===== src/rtl/zbuffer_pixel_writer.sv =====
// Purpose: per-frame clear of the target buffer, then per-fragment z-test and write (ZBUF_DEPTH_TEST_EN enables the read/test path).
// Latency: clear = VERT*HORIZ write cycles; fragment write 2 cycles after accept with depth test, 1 cycle without.
// Backpressure: o_frag_ready is high only in ACCEPT, so one fragment is in flight; throughput 1/3 (depth test) or 1/2.
module zbuffer_pixel_writer #(
    parameter int VERT_RESOLUTION  = 60,
    parameter int HORIZ_RESOLUTION = 80,
    parameter int COLOR_DEPTH      = 12,
    parameter int Z_DEPTH          = 2,
    parameter logic [COLOR_DEPTH-1:0] CLEAR_COLOR = '0
) (
    input  logic                                i_sys_clk,
    input  logic                                i_sys_rst,
    input  logic                                i_frame_start,
    input  logic                                i_frame_end,
    input  logic                                i_frag_valid,
    output logic                                o_frag_ready,
    input  logic [$clog2(VERT_RESOLUTION)-1:0]  i_frag_vert,
    input  logic [$clog2(HORIZ_RESOLUTION)-1:0] i_frag_horiz,
    input  logic [COLOR_DEPTH-1:0]              i_frag_color,
    input  logic [Z_DEPTH-1:0]                  i_frag_z,
    input  logic [COLOR_DEPTH+Z_DEPTH-1:0]      i_read_pixel_data,
    output logic [$clog2(VERT_RESOLUTION)-1:0]  o_vert_addr,
    output logic [$clog2(HORIZ_RESOLUTION)-1:0] o_horiz_addr,
    output logic                                o_write_en,
    output logic [COLOR_DEPTH+Z_DEPTH-1:0]      o_write_pixel_data,
    output logic                                o_busy,
    output logic                                o_frame_done
);

    localparam int VW = $clog2(VERT_RESOLUTION);
    localparam int HW = $clog2(HORIZ_RESOLUTION);
    localparam int PW = COLOR_DEPTH + Z_DEPTH;

    localparam logic [VW-1:0] V_LAST  = VW'(VERT_RESOLUTION - 1);
    localparam logic [HW-1:0] H_LAST  = HW'(HORIZ_RESOLUTION - 1);
    localparam logic [VW:0]   V_LIMIT = (VW + 1)'(VERT_RESOLUTION);
    localparam logic [HW:0]   H_LIMIT = (HW + 1)'(HORIZ_RESOLUTION);

    localparam logic [2:0] ST_IDLE   = 3'd0;
    localparam logic [2:0] ST_CLEAR  = 3'd1;
    localparam logic [2:0] ST_ACCEPT = 3'd2;
`ifdef ZBUF_DEPTH_TEST_EN
    localparam logic [2:0] ST_READ   = 3'd3;
    localparam logic [2:0] ST_TEST   = 3'd4;
`else
    localparam logic [2:0] ST_WRITE  = 3'd5;
`endif
    localparam logic [2:0] ST_DONE   = 3'd6;

    logic [2:0]             state;
    // Address registers double as the clear sweep counters.
    logic [VW-1:0]          vert_addr;
    logic [HW-1:0]          horiz_addr;
    logic [COLOR_DEPTH-1:0] frag_color;
    logic [Z_DEPTH-1:0]     frag_z;
    logic                   frag_in_range;
    logic                   end_pending;
    logic                   end_seen;
    logic                   in_range;

    assign end_seen = end_pending | i_frame_end;
    assign in_range = ({1'b0, i_frag_vert} < V_LIMIT) && ({1'b0, i_frag_horiz} < H_LIMIT);

`ifndef ZBUF_DEPTH_TEST_EN
    // Read data only feeds the depth compare, which is absent in this build.
    logic unused_read;
    assign unused_read = ^i_read_pixel_data;
`endif

    // Frame sequencing: clear sweep, fragment accept/retire, end-of-frame handling.
    always_ff @(posedge i_sys_clk) begin
        if (i_sys_rst) begin
            state         <= ST_IDLE;
            vert_addr     <= '0;
            horiz_addr    <= '0;
            frag_color    <= '0;
            frag_z        <= '0;
            frag_in_range <= 1'b0;
            end_pending   <= 1'b0;
        end else begin
            if (state == ST_DONE) begin
                end_pending <= 1'b0;
            end else if (i_frame_end && state != ST_IDLE) begin
                end_pending <= 1'b1;
            end

            case (state)
                ST_IDLE: begin
                    if (i_frame_start) begin
                        state      <= ST_CLEAR;
                        vert_addr  <= '0;
                        horiz_addr <= '0;
                    end
                end
                ST_CLEAR: begin
                    if (horiz_addr == H_LAST) begin
                        horiz_addr <= '0;
                        if (vert_addr == V_LAST) begin
                            state <= ST_ACCEPT;
                        end else begin
                            vert_addr <= vert_addr + 1'b1;
                        end
                    end else begin
                        horiz_addr <= horiz_addr + 1'b1;
                    end
                end
                ST_ACCEPT: begin
                    // A valid fragment wins over a pending end; the end completes next idle ACCEPT.
                    if (i_frag_valid) begin
                        vert_addr     <= i_frag_vert;
                        horiz_addr    <= i_frag_horiz;
                        frag_color    <= i_frag_color;
                        frag_z        <= i_frag_z;
                        frag_in_range <= in_range;
`ifdef ZBUF_DEPTH_TEST_EN
                        state         <= ST_READ;
`else
                        state         <= ST_WRITE;
`endif
                    end else if (end_seen) begin
                        state <= ST_DONE;
                    end
                end
`ifdef ZBUF_DEPTH_TEST_EN
                ST_READ:  state <= ST_TEST;
                ST_TEST:  state <= ST_ACCEPT;
`else
                ST_WRITE: state <= ST_ACCEPT;
`endif
                ST_DONE:  state <= ST_IDLE;
                default:  state <= ST_IDLE;
            endcase
        end
    end

    // Write port: clear word during the sweep, fragment word when it retires.
    always_comb begin
        o_write_en         = 1'b0;
        o_write_pixel_data = '0;
        case (state)
            ST_CLEAR: begin
                o_write_en         = 1'b1;
                o_write_pixel_data = {CLEAR_COLOR, {Z_DEPTH{1'b1}}};
            end
`ifdef ZBUF_DEPTH_TEST_EN
            ST_TEST: begin
                o_write_pixel_data = {frag_color, frag_z};
                o_write_en         = frag_in_range && (frag_z < i_read_pixel_data[Z_DEPTH-1:0]);
            end
`else
            ST_WRITE: begin
                o_write_pixel_data = {frag_color, frag_z};
                o_write_en         = frag_in_range;
            end
`endif
            default: begin
                o_write_en         = 1'b0;
                o_write_pixel_data = PW'(0);
            end
        endcase
    end

    assign o_vert_addr  = vert_addr;
    assign o_horiz_addr = horiz_addr;
    assign o_frag_ready = (state == ST_ACCEPT);
    assign o_busy       = (state != ST_IDLE);
    assign o_frame_done = (state == ST_DONE);

endmodule


===== config.mk =====
export PLATFORM = sky130hd
export DESIGN_NAME = zbuffer_pixel_writer
export DESIGN_NICKNAME = d
export VERILOG_FILES = /design/src/rtl/zbuffer_pixel_writer.sv
export SDC_FILE = /design/constraint.sdc
export NUM_CORES = 1
export LEC_CHECK = 0
export ABC_AREA = 0
export BUFFER_PORTS_ARGS = -buffer_cell sky130_fd_sc_hd__buf_2
export CAP_MARGIN = 20
export CELL_PAD_IN_SITES_DETAIL_PLACEMENT = 2
export CELL_PAD_IN_SITES_GLOBAL_PLACEMENT = 2
export CORE_ASPECT_RATIO = 0.5
export CORE_MARGIN = 2
export CORE_UTILIZATION = 25
export CTS_CLUSTER_SIZE = 14
export DETAILED_ROUTE_END_ITERATION = 16
export GPL_ROUTABILITY_DRIVEN = 0
export PLACE_DENSITY_LB_ADDON = 0.15
export SLEW_MARGIN = 0
export SYNTH_ARGS = -nofsm -noshare
export SYNTH_HDL_FRONTEND = slang
export SYNTH_SLANG_ARGS = --single-unit

===== constraint.sdc =====
create_clock -name i_sys_clk -period 2.2 [get_ports i_sys_clk]
set_clock_uncertainty 0.2 [all_clocks]
set_input_delay 0.44 -clock i_sys_clk [delete_from_list [all_inputs] [get_ports i_sys_clk]]
set_output_delay 0.44 -clock i_sys_clk [all_outputs]
set_load 0.05 [all_outputs]

==> flow_metrics.py, run 1 <==
metrics = {
    "timing": {
        "slew_headroom_pct": 57.2,
        "final.period_utilization_pct": 94.7,
        "grt_setup_unrepaired": "false",
        "final.setup.tns_ns": 0,
        "whs_ns": 0.201,
        "setup_viol_count_final": 0,
        "drv_slew": 0,
        "finalHoldViolCount": 0,
        "period_needed_ns": 2.08,
        "clock.fmax_ghz": 0.480,
        "tightest_slew_ns": 0.641,
    },
    "power_and_ir_drop": {
        "power_leakage_nw": 0.993,
        "ir_worst_vdd_mv": 0.268,
        "power.density_mw_per_mm2": 698,
    },
    "floorplanning": {
        "initial_core_util_pct": 25.7,
        "num_io_pins": 77,
        "die_y_um": 62.6,
        "dieArea_mm2": 0.00759,
        "die_w_um": 121,
        "num_rows": 21,
        "core_mm2": 0.00667,
    },
    "placement": {
        "dp_hpwl_mm": 4.54,
        "numPortBuffers": 62,
    },
    "cts": {
        "clk_path_buf_depth": 2,
        "root_buffer": "clkbuf_16",
        "ctsHtreeMaxLevel": 2,
        "cts.sinks": 32,
        "holdBufCountCts": 0,
        "cts_tree": "built",
        "cts_buffers": 5,
        "clock_latency_ns": 0.28,
        "cts.clk_slew.worst_paths_ns": 0.06,
    },
    "global_routing": {
        "grt_pass1_wl_mm": 10.3,
        "grt_pass1_vias": 2038,
        "antenna_found_initial": 0,
        "grt_start_max_net_pins": 20,
        "grt_overflow": 0,
        "grt.total_usage_pct": 17.3,
    },
    "detailed_routing": {
        "routed_wl_mm": 6.36,
        "met3WireLength_um": 355,
        "ant_nets": 0,
        "post_drt_wl_per_cell_um": 16.4,
        "via_per_inst": 4.94,
        "met2_length_mm": 2.95,
        "dr.pass1.iters": 4,
        "top_layer_used": "met4",
        "met1Wirelength_mm": 2.99,
        "via_count": 1912,
        "dr.first_iter.drc_count": 45,
        "drc": 0,
    },
    "finish": {
        "multi_input_area_mm2": 0.00100,
        "final_cell_mix": "buf_2, nand2_1, a21oi_1, dfxtp_1, buf_4",
        "syn2layout_area_growth_pct": 41.4,
        "seqCellArea_um2": 644,
        "final.fill_count": 786,
        "layout.nets": 342,
        "final_common_cell": "buf_2",
        "diodes": 0,
        "layout-drive-gt1-share_pct": 32.9,
    },
    "worst_hold_path": {
        "hold_path_depth": 3,
        "hold_class": "input port to flop",
    },
    "synth": {
        "synth-seq-cells": 32,
        "synth_cell_type_count": 45,
        "ys_async_sr_fraction_pct": 0,
        "yosysSeqAreaShare_pct": 37.3,
        "synth_ff_type": "dfxtp_1",
        "syn_inst": 223,
        "synth_edf_count": 0,
        "yosysWarnings": 0,
        "syn_avg_cell_area_um2": 7.70,
        "synth_area_mm2": 0.00172,
        "synth_fp_nets": 271,
    },
    "worst_setup_path": {
        "crit_path_end_kind": "output pin",
        "crit_fanout": 12,
        "worstPathArrival_ns": 1.44,
        "r2r_cells": 6,
        "cp-start-kind": "flop",
        "crit_type": "flop to output pin",
        "crit_required_ns": 1.56,
    },
    "run_status": {
        "status": "complete, no violations",
    },
    "run": {
        "cap_violations": 0,
    },
}
-- cell type report --
cell class / instances / share of cell area [%]
Sequential cell: 32 / 26.5
Clock buffer: 7 / 6.29
Tap cell: 92 / 4.74
Multi-Input combinational cell: 171 / 41.3
Inverter: 7 / 1.08
Timing Repair Buffer: 77 / 18.8
Clock inverter: 1 / 1.24
-- worst max-delay path: stages (launching register included) --
cell,delay (ns)
dfxtp_2,0.39
nand2b_1,0.11
nor2_1,0.15
buf_6,0.16
and2_1,0.15
buf_4,0.20
-- Yosys cell counts, types with 2 or more instances --
cell | number | area [um^2]
nand2_1 | 39 | 146
a21oi_1 | 36 | 180
dfxtp_1 | 32 | 641
and2_1 | 14 | 87.6
nor2_1 | 11 | 41.3
clkbuf_1 | 8 | 30.0
inv_1 | 7 | 26.3
nand3_1 | 6 | 30.0
nor3_1 | 6 | 30.0
o21ai_0 | 6 | 30.0
buf_2 | 5 | 25.0
nand4_1 | 4 | 25.0
o31ai_1 | 4 | 30.0
a22oi_1 | 3 | 22.5
a311oi_1 | 3 | 26.3
and3_1 | 3 | 18.8
nand2b_1 | 3 | 18.8
nor2b_1 | 3 | 18.8
a21o_1 | 2 | 15.0
ha_1 | 2 | 25.0
o21ai_1 | 2 | 10.0
-- per-stage QoR --
stage,total power [mW],setup WS [ns],cells,utilization [%],area (um^2)
floorplan,0.750,0.0475,223,-,1720
global placement,0.836,0.198,379,33.1,2210
detailed placement,0.841,0.121,379,33.1,2210
CTS,1.72,0.00215,387,36.3,2420
global route,1.78,0.000649,387,36.4,2430
finish,1.69,0.117,387,36.4,2430
-- flip-flops by register name, summed over array words and instances (netlist names) --
register and flops:
frag_z 2, state 3, frag_in_range 1, o_horiz_addr 7
o_vert_addr 6, frag_color 12, end_pending 1
-- kinds of logic (layout without fill, tap and decap cells) --
kind of cell | Yosys count | count (layout) | share of synthesized area, %
and+or+nand+nor | 99 | 99 | 30.5
AOI/OAI and AO/OA | 68 | 68 | 24.9
DFF | 32 | 32 | 37.3
buffers and inverters | 20 | 92 | 4.74
adders and majority gates | 2 | 2 | 1.46
xor gates and xnor gates | 1 | 1 | 0.510
muxes | 1 | 1 | 0.583
-- metal layers --
layer	up-vias	track usage (%)
met2	44	28.9
met1	932	21.5
met4	0	5.03
li1	929	-
met5	-	0
met3	7	5.47
-- worst paths after layout --
kind | startpoint | to | slack (ns)
setup / recovery | state[0] | o_write_pixel_data[3] | 0.12
hold / removal | i_frag_color[0] | frag_color[0] | 0.20
setup reg to reg | o_horiz_addr[0] | o_vert_addr[1] | 0.17
hold reg to reg | frag_color[11] | frag_color[11] | 0.25
-- timing repair --
action | in CTS | in global routing
setup buffers | 0 | 0
setup endpoints to repair | 12 | 17
gates resized for setup | 12 | 3
-- report_power, final --
part	switching (mW)	internal, mW
sequential	0.0147	0.593
clock	0.269	0.596
combinational	0.144	0.0771
total	0.428	1.27
Note: power is estimated with default switching activity, not from simulation.
==> inputs of run 2 (changes only) <==
REMOVE_ABC_BUFFERS = 1   (was unset)
==> run 2 against run 1 <==
  * Sequential share of layout area is 0.072 points higher
  * Non-clock buffer count grew 1
  * Clock power decreased by 7.1%
  * Sequential cell count unchanged
  * Global-route usage down 0.17 points
  * Core utilization fell by 0.17 points
  * Maximum frequency shrank 0.77%
  * Wire length fell by 2.9%
  * Largest cell class unchanged
==> flow_metrics.py, run 2 (synthesis results as in run 1) <==
metrics = {
    "run_status": {
        "status": "complete, no violations",
    },
    "finish": {
        "syn2layout_area_growth_pct": 40.7,
        "diodes": 0,
        "final_cell_mix": "buf_2, nand2_1, a21oi_1, dfxtp_1, buf_4",
        "layout-drive-gt1-share_pct": 32.8,
        "stdcell_count": 388,
        "final_common_cell": "buf_2",
        "top_register": "frag_color",
        "layout.nets": 343,
        "largest_register_ff_count": 12,
    },
    "worst_setup_path": {
        "crit_buf_inv": 2,
        "crit_path_frequent_cell": "buf_4",
        "crit_type": "flop to output pin",
        "crit_path_end_kind": "output pin",
        "r2r_end": "o_vert_addr[4]",
        "cp_slowest_cell": "dfxtp_1",
        "worstPathArrival_ns": 1.46,
        "path_delay_family": "simple AND/OR/NAND/NOR gates",
        "worst-path-stages": 5,
        "r2r_cells": 6,
        "crit_fanout": 12,
        "cp_slowest_stage_delay_ns": 0.30,
        "r2r_start": "o_horiz_addr[1]",
        "crit_required_ns": 1.56,
        "path_cells": "nand2b_2 > nor2_1 > buf_4 > and2_1 > buf_4",
        "r2r_setup_slack_ns": 0.21,
        "cp-start-kind": "flop",
    },
    "global_routing": {
        "grt.total_usage_pct": 17.2,
        "grt_pass1_wl_mm": 10.3,
        "grt_start_max_net_pins": 20,
        "grtUsageMet3_pct": 3.74,
        "grt_use_met2_pct": 29.3,
        "grt_pass1_vias": 2080,
        "met1_usage_pct": 21.8,
        "grt.busiest_layer": "met2",
        "grt_overflow": 0,
        "antenna_found_initial": 0,
    },
    "cts": {
        "cts.sinks": 32,
        "root_buffer": "clkbuf_16",
        "post_cts_buffers": 0,
        "holdBufCountCts": 0,
        "cts.clk_slew.worst_paths_ns": 0.06,
        "cts_tree": "built",
        "ctsHtreeMaxLevel": 2,
        "clk_path_buf_depth": 2,
        "clock_latency_ns": 0.28,
        "cts_buffers": 5,
    },
    "run": {
        "cap_violations": 0,
    },
    "placement": {
        "dp_hpwl_mm": 4.52,
        "numPortBuffers": 62,
        "dp_slack_ns": 0.0925,
        "placedCellCount": 380,
    },
    "timing": {
        "final.setup.tns_ns": 0,
        "drv_slew": 0,
        "tightest_slew_ns": 0.620,
        "grt_setup_unrepaired": "false",
        "setup_viol_count_final": 0,
        "fin_ws_ns": 0.101,
        "period_needed_ns": 2.10,
        "final.period_utilization_pct": 95.4,
        "clock.fmax_ghz": 0.476,
        "slew_headroom_pct": 58.5,
        "finalHoldViolCount": 0,
    },
    "power_and_ir_drop": {
        "power_leakage_nw": 0.989,
        "power.density_mw_per_mm2": 676,
        "ir_worst_vdd_mv": 0.288,
    },
    "floorplanning": {
        "core_mm2": 0.00667,
        "initial_core_util_pct": 25.7,
        "dieArea_mm2": 0.00759,
        "die_w_um": 121,
        "num_io_pins": 77,
        "die_y_um": 62.6,
        "num_rows": 21,
    },
    "worst_hold_path": {
        "hold_class": "input port to flop",
        "hp-start": "i_frag_color[7]",
        "hold_path_depth": 3,
        "hold_end": "frag_color[7]",
    },
    "detailed_routing": {
        "via_count": 1934,
        "post_drt_wl_per_cell_um": 15.9,
        "dr.first_iter.drc_count": 48,
        "routed_wl_mm": 6.18,
        "ant_nets": 0,
        "dr.pass1.iters": 4,
        "drc": 0,
        "via_per_inst": 4.98,
    },
}
-- run 2: cell count changes in the layout (fill, tap and decap cells not counted), sizes merged --
cell	change
clkbuf	-2
buf	+1
clkinv	+1
clkinvlp	+1
-- run 2: what timing repair did --
item / CTS / global route
pin swaps: 0 / 1
resized for setup: 12 / 5
setup endpoints to repair: 12 / 16
-- run 2: report_power, final --
group | internal (mW) | switching [mW]
combinational | 0.0776 | 0.148
sequential | 0.592 | 0.0124
clock | 0.532 | 0.273
total | 1.20 | 0.433
-- run 2: final cells by class --
class                      instances  area (um^2)
sequential                        32          643
clock buffer                       5          125
clock inverter                     3         42.5
tap                               92          115
fill                             800         4260
multi-input combinational        171         1000
inverter                           7         26.3
timing repair buffer              78          464
-- run 2: worst register-to-register path: stages, from the launching register on --
cell,delay (ns)
dfxtp_2,0.36
ha_2,0.22
nand3_4,0.12
or3_4,0.41
o21ai_4,0.23
nand2_1,0.12
o31ai_1,0.24
-- run 2: per-stage QoR --
| step | cell area, um^2 | hold slack [ns] | power [mW] | util, % |
|---|---|---|---|---|
| 2_1_floorplan | 1660 | 0.226 | 0.740 | - |
| 3_3_place_gp | 2210 | 0.237 | 0.835 | 33.1 |
| 3_5_place_dp | 2210 | 0.251 | 0.843 | 33.1 |
| 4_1_cts | 2400 | 0.199 | 1.66 | 36.0 |
| 5_1_grt | 2420 | 0.208 | 1.71 | 36.2 |
| 6_report | 2420 | 0.203 | 1.63 | 36.2 |
-- run 2: metal layers --
| metal | vias to the layer above | part of all wire, % |
|---|---|---|
| li1 | 933 | - |
| met1 | 945 | 47 |
| met2 | 46 | 48 |
| met3 | 10 | 3.8 |
| met4 | 0 | 1.5 |
| met5 | - | 0 |
-- run 2: how the worst max path moves through the flow --
| stage | start | end |
|---|---|---|
| detailed placement | o_horiz_addr[1] | o_vert_addr[2] |
| global route | state[1] | o_write_pixel_data[5] |
| floorplan | state[2] | o_frame_done |
| global placement | o_horiz_addr[1] | o_vert_addr[0] |
| finish | state[1] | o_write_pixel_data[5] |
| CTS | state[1] | o_write_pixel_data[10] |
